`config.mk`:
```
export PLATFORM = sky130hd
export DESIGN_NAME = eq_gain_smoother
export DESIGN_NICKNAME = d
export VERILOG_FILES = /design/src/rtl/eq_pkg.sv /design/src/rtl/eq_gain_step.sv /design/src/rtl/eq_gain_smoother.sv
export SDC_FILE = /design/constraint.sdc
export NUM_CORES = 1
export LEC_CHECK = 0
export CORE_AREA = 2 2 112 114
export DETAILED_ROUTE_END_ITERATION = 8
export DIE_AREA = 0 0 114 116
export PLACE_DENSITY_LB_ADDON = 0.3
export RECOVER_POWER = 50
export SLEW_MARGIN = 20
export SYNTH_ARGS = -nofsm -noshare
export SYNTH_HDL_FRONTEND = slang
export SYNTH_SLANG_ARGS = --single-unit
```
`constraint.sdc`:
```
create_clock -name clk -period 5.2 [get_ports clk]
set_clock_uncertainty 0.2 [all_clocks]
set_input_delay 1.04 -clock clk [delete_from_list [all_inputs] [get_ports clk]]
set_output_delay 1.04 -clock clk [all_outputs]
set_load 0.02 [all_outputs]
```
`src/rtl/eq_pkg.sv`:
```
// Shared definitions for the equaliser gain path: default sizes, the
// smoother FSM encoding and the packed per-band bus slicing convention.
package eq_pkg;

  localparam int unsigned EQ_NUM_FILTERS = 10;
  localparam int unsigned EQ_GAIN_BITS   = 4;

  typedef enum logic {
    ST_IDLE = 1'b0,
    ST_RAMP = 1'b1
  } eq_state_e;

  // Lowest bit of band 'band' on a packed gain bus; band i lives at
  // [i*gain_bits +: gain_bits], the same layout the EQ expects.
  function automatic int unsigned band_lsb(input int unsigned band,
                                           input int unsigned gain_bits);
    return band * gain_bits;
  endfunction

endpackage

```
`src/rtl/eq_gain_step.sv`:
```
// One band of the smoother: moves the gain one LSB toward its target when
// strobed, never overshooting, and flags when the post-step gain is on target.
module eq_gain_step
  import eq_pkg::*;
#(
  parameter int unsigned GAIN_BITS = EQ_GAIN_BITS
) (
  input  logic [GAIN_BITS-1:0] gain_i,
  input  logic [GAIN_BITS-1:0] target_i,
  input  logic                 step_i,
  output logic [GAIN_BITS-1:0] gain_next_o,
  output logic                 at_target_o
);

  // Step toward target by one LSB; equality means hold, so no wrap at 0 or max.
  always_comb begin
    gain_next_o = gain_i;
    if (step_i) begin
      if (gain_i < target_i) begin
        gain_next_o = gain_i + GAIN_BITS'(1);
      end else if (gain_i > target_i) begin
        gain_next_o = gain_i - GAIN_BITS'(1);
      end
    end
    at_target_o = (gain_next_o == target_i);
  end

endmodule

```
`src/rtl/eq_gain_smoother.sv`:
```
// Ramps the packed per-band EQ gain toward a loaded target one LSB per
// STEP_SAMPLES sample ticks, reporting completion with a one-cycle done pulse.
//
// Handshake: a target is taken on any rising clk edge where load_valid and
// load_ready are both high; gain_target is captured on that edge. load_valid
// while load_ready is low has no effect. The offering side may drop or change
// load_valid at will; nothing is held pending.
module eq_gain_smoother
  import eq_pkg::*;
#(
  parameter int unsigned NUMBER_OF_FILTERS = EQ_NUM_FILTERS,
  parameter int unsigned GAIN_BITS         = EQ_GAIN_BITS,
  parameter int unsigned STEP_SAMPLES      = 4,
  parameter int unsigned RESET_GAIN        = 1,
  parameter bit          ALLOW_RETARGET    = 1'b1
) (
  input  logic                                   clk,
  input  logic                                   reset,
  input  logic                                   sample_tick,
  input  logic                                   load_valid,
  output logic                                   load_ready,
  input  logic [NUMBER_OF_FILTERS*GAIN_BITS-1:0] gain_target,
  output logic [NUMBER_OF_FILTERS*GAIN_BITS-1:0] gain,
  output logic                                   settled,
  output logic                                   done,
  output logic                                   state_dbg
);

  localparam int unsigned BUS_W = NUMBER_OF_FILTERS * GAIN_BITS;
  localparam int unsigned DIV_W = (STEP_SAMPLES > 1) ? $clog2(STEP_SAMPLES) : 1;
  localparam logic [DIV_W-1:0] DIV_LAST = DIV_W'(STEP_SAMPLES - 1);
  localparam logic [BUS_W-1:0] RESET_VEC = {NUMBER_OF_FILTERS{GAIN_BITS'(RESET_GAIN)}};

  eq_state_e                     state_q, state_d;
  logic      [BUS_W-1:0]         gain_q, gain_d;
  logic      [BUS_W-1:0]         target_q, target_d;
  logic      [DIV_W-1:0]         div_q, div_d;
  logic                          done_q, done_d;
  logic      [BUS_W-1:0]         step_gain;
  logic      [NUMBER_OF_FILTERS-1:0] at_target;
  logic                          accept;
  logic                          step;

  assign load_ready = ALLOW_RETARGET ? !reset : (state_q == ST_IDLE);
  assign accept     = load_valid && load_ready;
  // A new target on the same edge as a step-eligible tick wins; no step then.
  assign step       = (state_q == ST_RAMP) && sample_tick && (div_q == DIV_LAST) && !accept;

  for (genvar g = 0; g < NUMBER_OF_FILTERS; g++) begin : g_band
    eq_gain_step #(
      .GAIN_BITS (GAIN_BITS)
    ) u_step (
      .gain_i      (gain_q[band_lsb(g, GAIN_BITS) +: GAIN_BITS]),
      .target_i    (target_q[band_lsb(g, GAIN_BITS) +: GAIN_BITS]),
      .step_i      (step),
      .gain_next_o (step_gain[band_lsb(g, GAIN_BITS) +: GAIN_BITS]),
      .at_target_o (at_target[g])
    );
  end

  // Next-state: accept/retarget first, otherwise pace the ramp on sample ticks.
  always_comb begin
    state_d  = state_q;
    gain_d   = gain_q;
    target_d = target_q;
    div_d    = div_q;
    done_d   = 1'b0;
    if (accept) begin
      target_d = gain_target;
      div_d    = '0;
      if (gain_target == gain_q) begin
        state_d = ST_IDLE;
        done_d  = 1'b1;
      end else begin
        state_d = ST_RAMP;
      end
    end else if ((state_q == ST_RAMP) && sample_tick) begin
      if (div_q == DIV_LAST) begin
        gain_d = step_gain;
        div_d  = '0;
        if (&at_target) begin
          state_d = ST_IDLE;
          done_d  = 1'b1;
        end
      end else begin
        div_d = div_q + DIV_W'(1);
      end
    end
  end

  // State registers; reset drops any ramp in progress without a done pulse.
  always_ff @(posedge clk) begin
    if (reset) begin
      state_q  <= ST_IDLE;
      gain_q   <= RESET_VEC;
      target_q <= RESET_VEC;
      div_q    <= '0;
      done_q   <= 1'b0;
    end else begin
      state_q  <= state_d;
      gain_q   <= gain_d;
      target_q <= target_d;
      div_q    <= div_d;
      done_q   <= done_d;
    end
  end

  assign gain      = gain_q;
  assign done      = done_q;
  assign settled   = (state_q == ST_IDLE);
  assign state_dbg = state_q;

endmodule

```
## Yosys cells after proc, flatten, opt, wreduce, memory -nomap -nowiden

Cells that the tools add are included.

- Bits in registers: 84
- Input port bits: 44
- Output and inout bits: 44

- $add $sub $neg: 21
- Order comparisons: 20
- Equality and inequality tests: 12
- Muxes and demuxes: 41
- Bitwise logic cells: 2
- Reduce and logical (&&, ||, !) cells: 13

Operators with widths:

| operator | number |
|---|---|
| 2-to-1 mux 4 bit | 30 |
| adder 4 x 1 -> 4 bit, second input constant | 10 |
| equality test 4 bit | 10 |
| equality test 40 bit | 1 |
| > comparator 4 bit | 10 |
| less-than comparator 4 bit | 10 |
| subtractor 4 x 1 -> 4 bit, second input constant | 10 |
| 2-to-1 mux 1 bit | 10 |
| AND reduction 10 bit | 1 |
| AND reduction 3 bit | 2 |
| nonzero test 2 bit | 3 |
| logical AND 1 bit | 4 |
| adder 2 x 1 -> 2 bit, second input constant | 1 |
| equality test 2 bit, second input constant | 1 |
| logical NOT 1 bit | 2 |
| 2-to-1 mux 2 bit | 1 |
| inverter 1 bit | 2 |
| OR reduction 2 bit | 1 |

## Depth between registers and ports, before layout

- Word-level depth: 11
- Depth in mapped cells: 13

## Hierarchy

From an unflattened synthesis, not the netlist that was laid out.

- Cell total of the unflattened synthesis: 1025
- Area, all modules: 8259.2 µm²

By module, submodules not included:

| module | instances | cells each | area an instance (µm²) | sequential area each (µm²) |
|---|---|---|---|---|
| eq_gain_step | 10 | 64 | 484.2 | 0.0 |
| eq_gain_smoother | 1 | 385 | 3417.0 | 1681.6 |

## Least setup slack after synthesis

No wires, ideal clock.

- Kind: input -> register
- Start: input reset
- End: register state_q, in the netlist state_dbg
- Library setup time: 114 ps
- Arrival: 2954 ps
- Data required time: 4886 ps
- Path slack: 1932 ps
- Stages: 11
- Buffers on the path: 1
- Cell sequence: buf_4 > nor2b_4 > nor2_4 > and4_1 > a2111oi_1 > xnor2_1 > o2111ai_1 > nor4_1 > nand4_1 > a21oi_1 > nor2_1

- Word-level cells in the longest chain between the ends: 9
- Elaborated cells between the ends (all ways): 30

Ends and longest elaborated chain:

| what | line | RTL |
|---|---|---|
| start, declared | eq_gain_smoother.sv:18 | `input logic reset,` |
| logical NOT 1 bit | eq_gain_smoother.sv:44 | `assign load_ready = ALLOW_RETARGET ? !reset : (state_q == ST_IDLE);` |
| logical AND 1 bit | eq_gain_smoother.sv:45 | `assign accept = load_valid && load_ready;` |
| logical NOT 1 bit | eq_gain_smoother.sv:47 | `assign step = (state_q == ST_RAMP) && sample_tick && (div_q == DIV_LAST) && !accept;` |
| logical AND 1 bit | eq_gain_smoother.sv:47 |  |
| 2-to-1 mux 4 bit | eq_gain_step.sv:18 | `if (step_i) begin` |
| equality test 4 bit | eq_gain_step.sv:25 | `at_target_o = (gain_next_o == target_i);` |
| AND reduction 10 bit | eq_gain_smoother.sv:81 | `if (&at_target) begin` |
| nonzero test 2 bit (no line) | - |  |
| AND reduction 3 bit (no line) | - |  |
| end signal, assigned | eq_gain_smoother.sv:100 | `state_q <= state_d;` |
| end, declared | eq_gain_smoother.sv:34 | `eq_state_e state_q, state_d;` |

Parallel ways exist; a longest one is shown, timed or not.
A chain may end at the register's enable or synchronous reset.

## Final worst setup path

- Start: input sample_tick
- End: register state_q, in the netlist state_dbg

- Word-level cells in the longest chain between the ends: 8
- Elaborated cells between the ends (all ways): 27

Ends and longest elaborated chain:

| what | line | RTL |
|---|---|---|
| start, declared | eq_gain_smoother.sv:19 | `input logic sample_tick,` |
| logical AND 1 bit * | eq_gain_smoother.sv:47, eq_gain_smoother.sv:77 |  |
| logical AND 1 bit (2 in a row) | eq_gain_smoother.sv:47 |  |
| 2-to-1 mux 4 bit | eq_gain_step.sv:18 |  |
| equality test 4 bit | eq_gain_step.sv:25 |  |
| AND reduction 10 bit | eq_gain_smoother.sv:81 |  |
| nonzero test 2 bit (no line) | - |  |
| AND reduction 3 bit (no line) * | - |  |

Every way passes the cells marked *; elsewhere a longest branch is shown, timed or not.

==> key figures <==
Status
  – Outcome: finished, violations left
  – Failing checks: max-capacitance violations, max-slew violations

STA
  – Period utilisation layout: 81.7%
  – Final setup fails: 0
  – RSZ-0062 raised after global routing: no
  – Pins over their slew limit: 47
  – Slew HR: -128%
  – Final Critical Period: 4.25 ns
  – Final worst slack: 0.953 ns
  – Final Hold Fails: 0
  – Sum Neg Setup Slack: 0 ns
  – Achievable Freq: 0.235 GHz
  – Actual slew at the worst max-slew pin: 3.43 ns
  – Worst hold slack: 0.292 ns

Clock network
  – TritonCTS buffer count: 9
  – CTS tree: built
  – Clk slew on worst S/H paths: 0.06 ns
  – CTS root buffer: clkbuf_16
  – Cts hold-fix bufs: 0
  – H-tree depth: 3
  – Post_cts resized: 0
  – Clk sinks: 84
  – Clk buf depth: 2
  – Clock latency at the later pin of the worst-skew pair: 0.36 ns
  – Post-CTS Repair Setup Buffers: 0

Setup path
  – Buf/Inv on CP: 1
  – CP max FO: 27
  – Slowest cell on the critical path: dlygate4sd3_1
  – Worst Setup End Kind: register
  – Worst EP required: 5.23 ns
  – Crit path max-delay family: simple AND/OR/NAND/NOR gates
  – Crit-path cells: dlygate4sd3_1 > and3_1 > nand2_4 > a211oi_1 > o21bai_1 > mux2i_1 > o2111ai_1 > nor4_1 > nand4_1 > a21oi_1 > nor2_1
  – Critical Path AT: 4.28 ns
  – Startpoint Class: input pin
  – Critical path class: input pin to register
  – Largest incremental delay on the critical path: 0.61 ns

Floorplanning
  – Die Height: 116 um
  – Full die area: 13200 um^2
  – Core area: 11900 um^2
  – Initial Util: 59.7%
  – I/O pins: 88
  – Die Width: 114 um
  – # rows: 40

Logic synthesis
  – Synthesis warning total: 0
  – Asr flop ratio synth: 0%
  – Synth top area share: 23.6%
  – Most frequent cell after synthesis: dfxtp_1
  – Netlist cell types: 80
  – Synth area leaders: dfxtp_1 24%, ha_1 11%, xnor2_1 9.0%
  – Post-synth EDFFs: 0
  – Cell area after synthesis: 7110 um^2
  – Syn Nets: 978
  – Mapped Cells: 873
  – #FFs+latches synth: 84
  – Area leader, netlist: dfxtp_1
  – Register area share after synthesis: 23.6%
  – Syn_area_per_cell: 8.15 um^2
  – Commonest cells post-synth: 84 x dfxtp_1, 80 x nor2_1, 73 x xnor2_1
  – Ys flop type: dfxtp_1

Placed design
  – DP Cell Count: 1068
  – I/O Buffers: 87
  – Placer Congestion: 0.986
  – Pre-CTS setup slack: 0.543 ns
  – DPL Wire Length: 16.3 mm

Global routing
  – Grt total ovfl: 0
  – Largest net degree at the start of global routing: 51
  – Vias in the first global route: 6378
  – Overall Global Routing Usage: 33.7%
  – Initial antenna violation count: 0
  – First-pass GRT wire length: 34.5 mm

Layout
  – Area growth, synth to finish: 16.8%
  – Fin nets: 1038
  – Final cell count without fillers: 1083
  – Layout cell share with drive strength beyond 1: 4.17%
  – Filler instances: 987
  – Ant diodes: 0

Detailed routing
  – 1st-iter DRT viols: 682
  – Residual DRC count: 0
  – ANT nets after route: 0
  – Post-Route WL: 21.9 mm
  – Vias per std cell: 6.49
  – First-pass detailed-route iteration total: 6
  – Drt wl/cell: 20.3 um
  – Via count of the routed design: 7033

Worst hold path
  – Min-delay worst type: register to register

Power and ir drop
  – Pwr Density: 199 nW/um^2
  – Static leakage: 3.27 nW
  – Peak supply drop: 0.218 mV

Job
  – Max cap viols: 1
-- through the flow --
step / util [%] / instance area (um^2) / total power, mW
global placement: 67.1 / 7990 / 0.987
floorplan: - / 7110 / 0.882
CTS: 69.5 / 8280 / 1.65
detailed placement: 67.1 / 7990 / 0.991
global route: 69.7 / 8310 / 1.71
finish: 69.7 / 8310 / 1.65
-- metal layers --
metal  global-route usage [%]  vias to the layer above  share of wire, %
li1                         -                     3297                 -
met4                     14.3                        0               4.0
met1                     44.7                     3298                42
met2                     53.1                      380                45
met5                        0                        -                 0
met3                     7.43                       58               9.5
-- power by group --
group	switching, mW	internal, mW	total (mW)
Sequential	0.0254	0.663	0.688
Combinational	0.172	0.131	0.302
Clock	0.270	0.393	0.662
Total	0.467	1.19	1.65
-- cells in the final DEF (no fill, tap or decap), types with 10 or more instances in the layout --
| cell | Yosys | routed |
|---|---|---|
| a21o_1 | 10 | 10 |
| a21oi_1 | 38 | 38 |
| clkdlybuf4s50_1 | 0 | 66 |
| dfxtp_1 | 84 | 84 |
| dlygate4sd3_1 | 0 | 19 |
| ha_1 | 61 | 61 |
| inv_1 | 56 | 56 |
| mux2i_1 | 46 | 46 |
| nand2_1 | 54 | 54 |
| nand2b_1 | 16 | 16 |
| nand3_1 | 31 | 31 |
| nand4_1 | 28 | 28 |
| nor2_1 | 80 | 80 |
| nor2b_1 | 12 | 12 |
| nor3_1 | 16 | 16 |
| nor4_1 | 14 | 14 |
| o2111ai_1 | 11 | 11 |
| o211ai_1 | 18 | 18 |
| o21ai_0 | 23 | 23 |
| xnor2_1 | 73 | 73 |
| xor2_1 | 17 | 17 |
-- path summary, 6_finish.rpt --
kind / slack [ns] / cells past startpoint / start / end
setup / recovery: 0.95 / 11 / sample_tick / state_dbg$_SDFFE_PP0P_
hold / removal: 0.29 / 2 / target_q[33]$_SDFFE_PP0P_ / target_q[33]$_SDFFE_PP0P_
setup reg to reg: 1.54 / 11 / gain[34]$_SDFFE_PP0P_ / state_dbg$_SDFFE_PP0P_
hold reg to reg: 0.29 / 2 / target_q[33]$_SDFFE_PP0P_ / target_q[33]$_SDFFE_PP0P_
-- state kept, by name, summed over array words and instances (netlist names) --
name / count
target_q: 40
div_q: 2
done: 1
gain: 40
state_dbg: 1
-- kinds of logic after synthesis --
family	after synthesis	synth area share, %
DFF	84	23.6
xor gates and xnor gates	93	12.0
AOI/OAI and AO/OA	182	18.5
buffers and inverters	100	5.80
adders and majority gates	61	10.7
and+or+nand+nor	304	22.3
muxes	49	6.98
-- worst min-delay path, cell delays in order (launching register included) --
cell	delay (ns)
dfxtp_1	0.33
mux2i_1	0.06
nor2_1	0.07
-- final cells by class --
cell class	count	area, um^2	share of cell area [%]
Clock inverter	2	35.0	0.422
Sequential cell	84	1680	20.2
Inverter	56	210	2.53
Multi-Input combinational cell	689	5020	60.4
Tap cell	147	184	2.21
Timing Repair Buffer	93	921	11.1
Clock buffer	12	256	3.09
(Power assumes the default switching activity.)
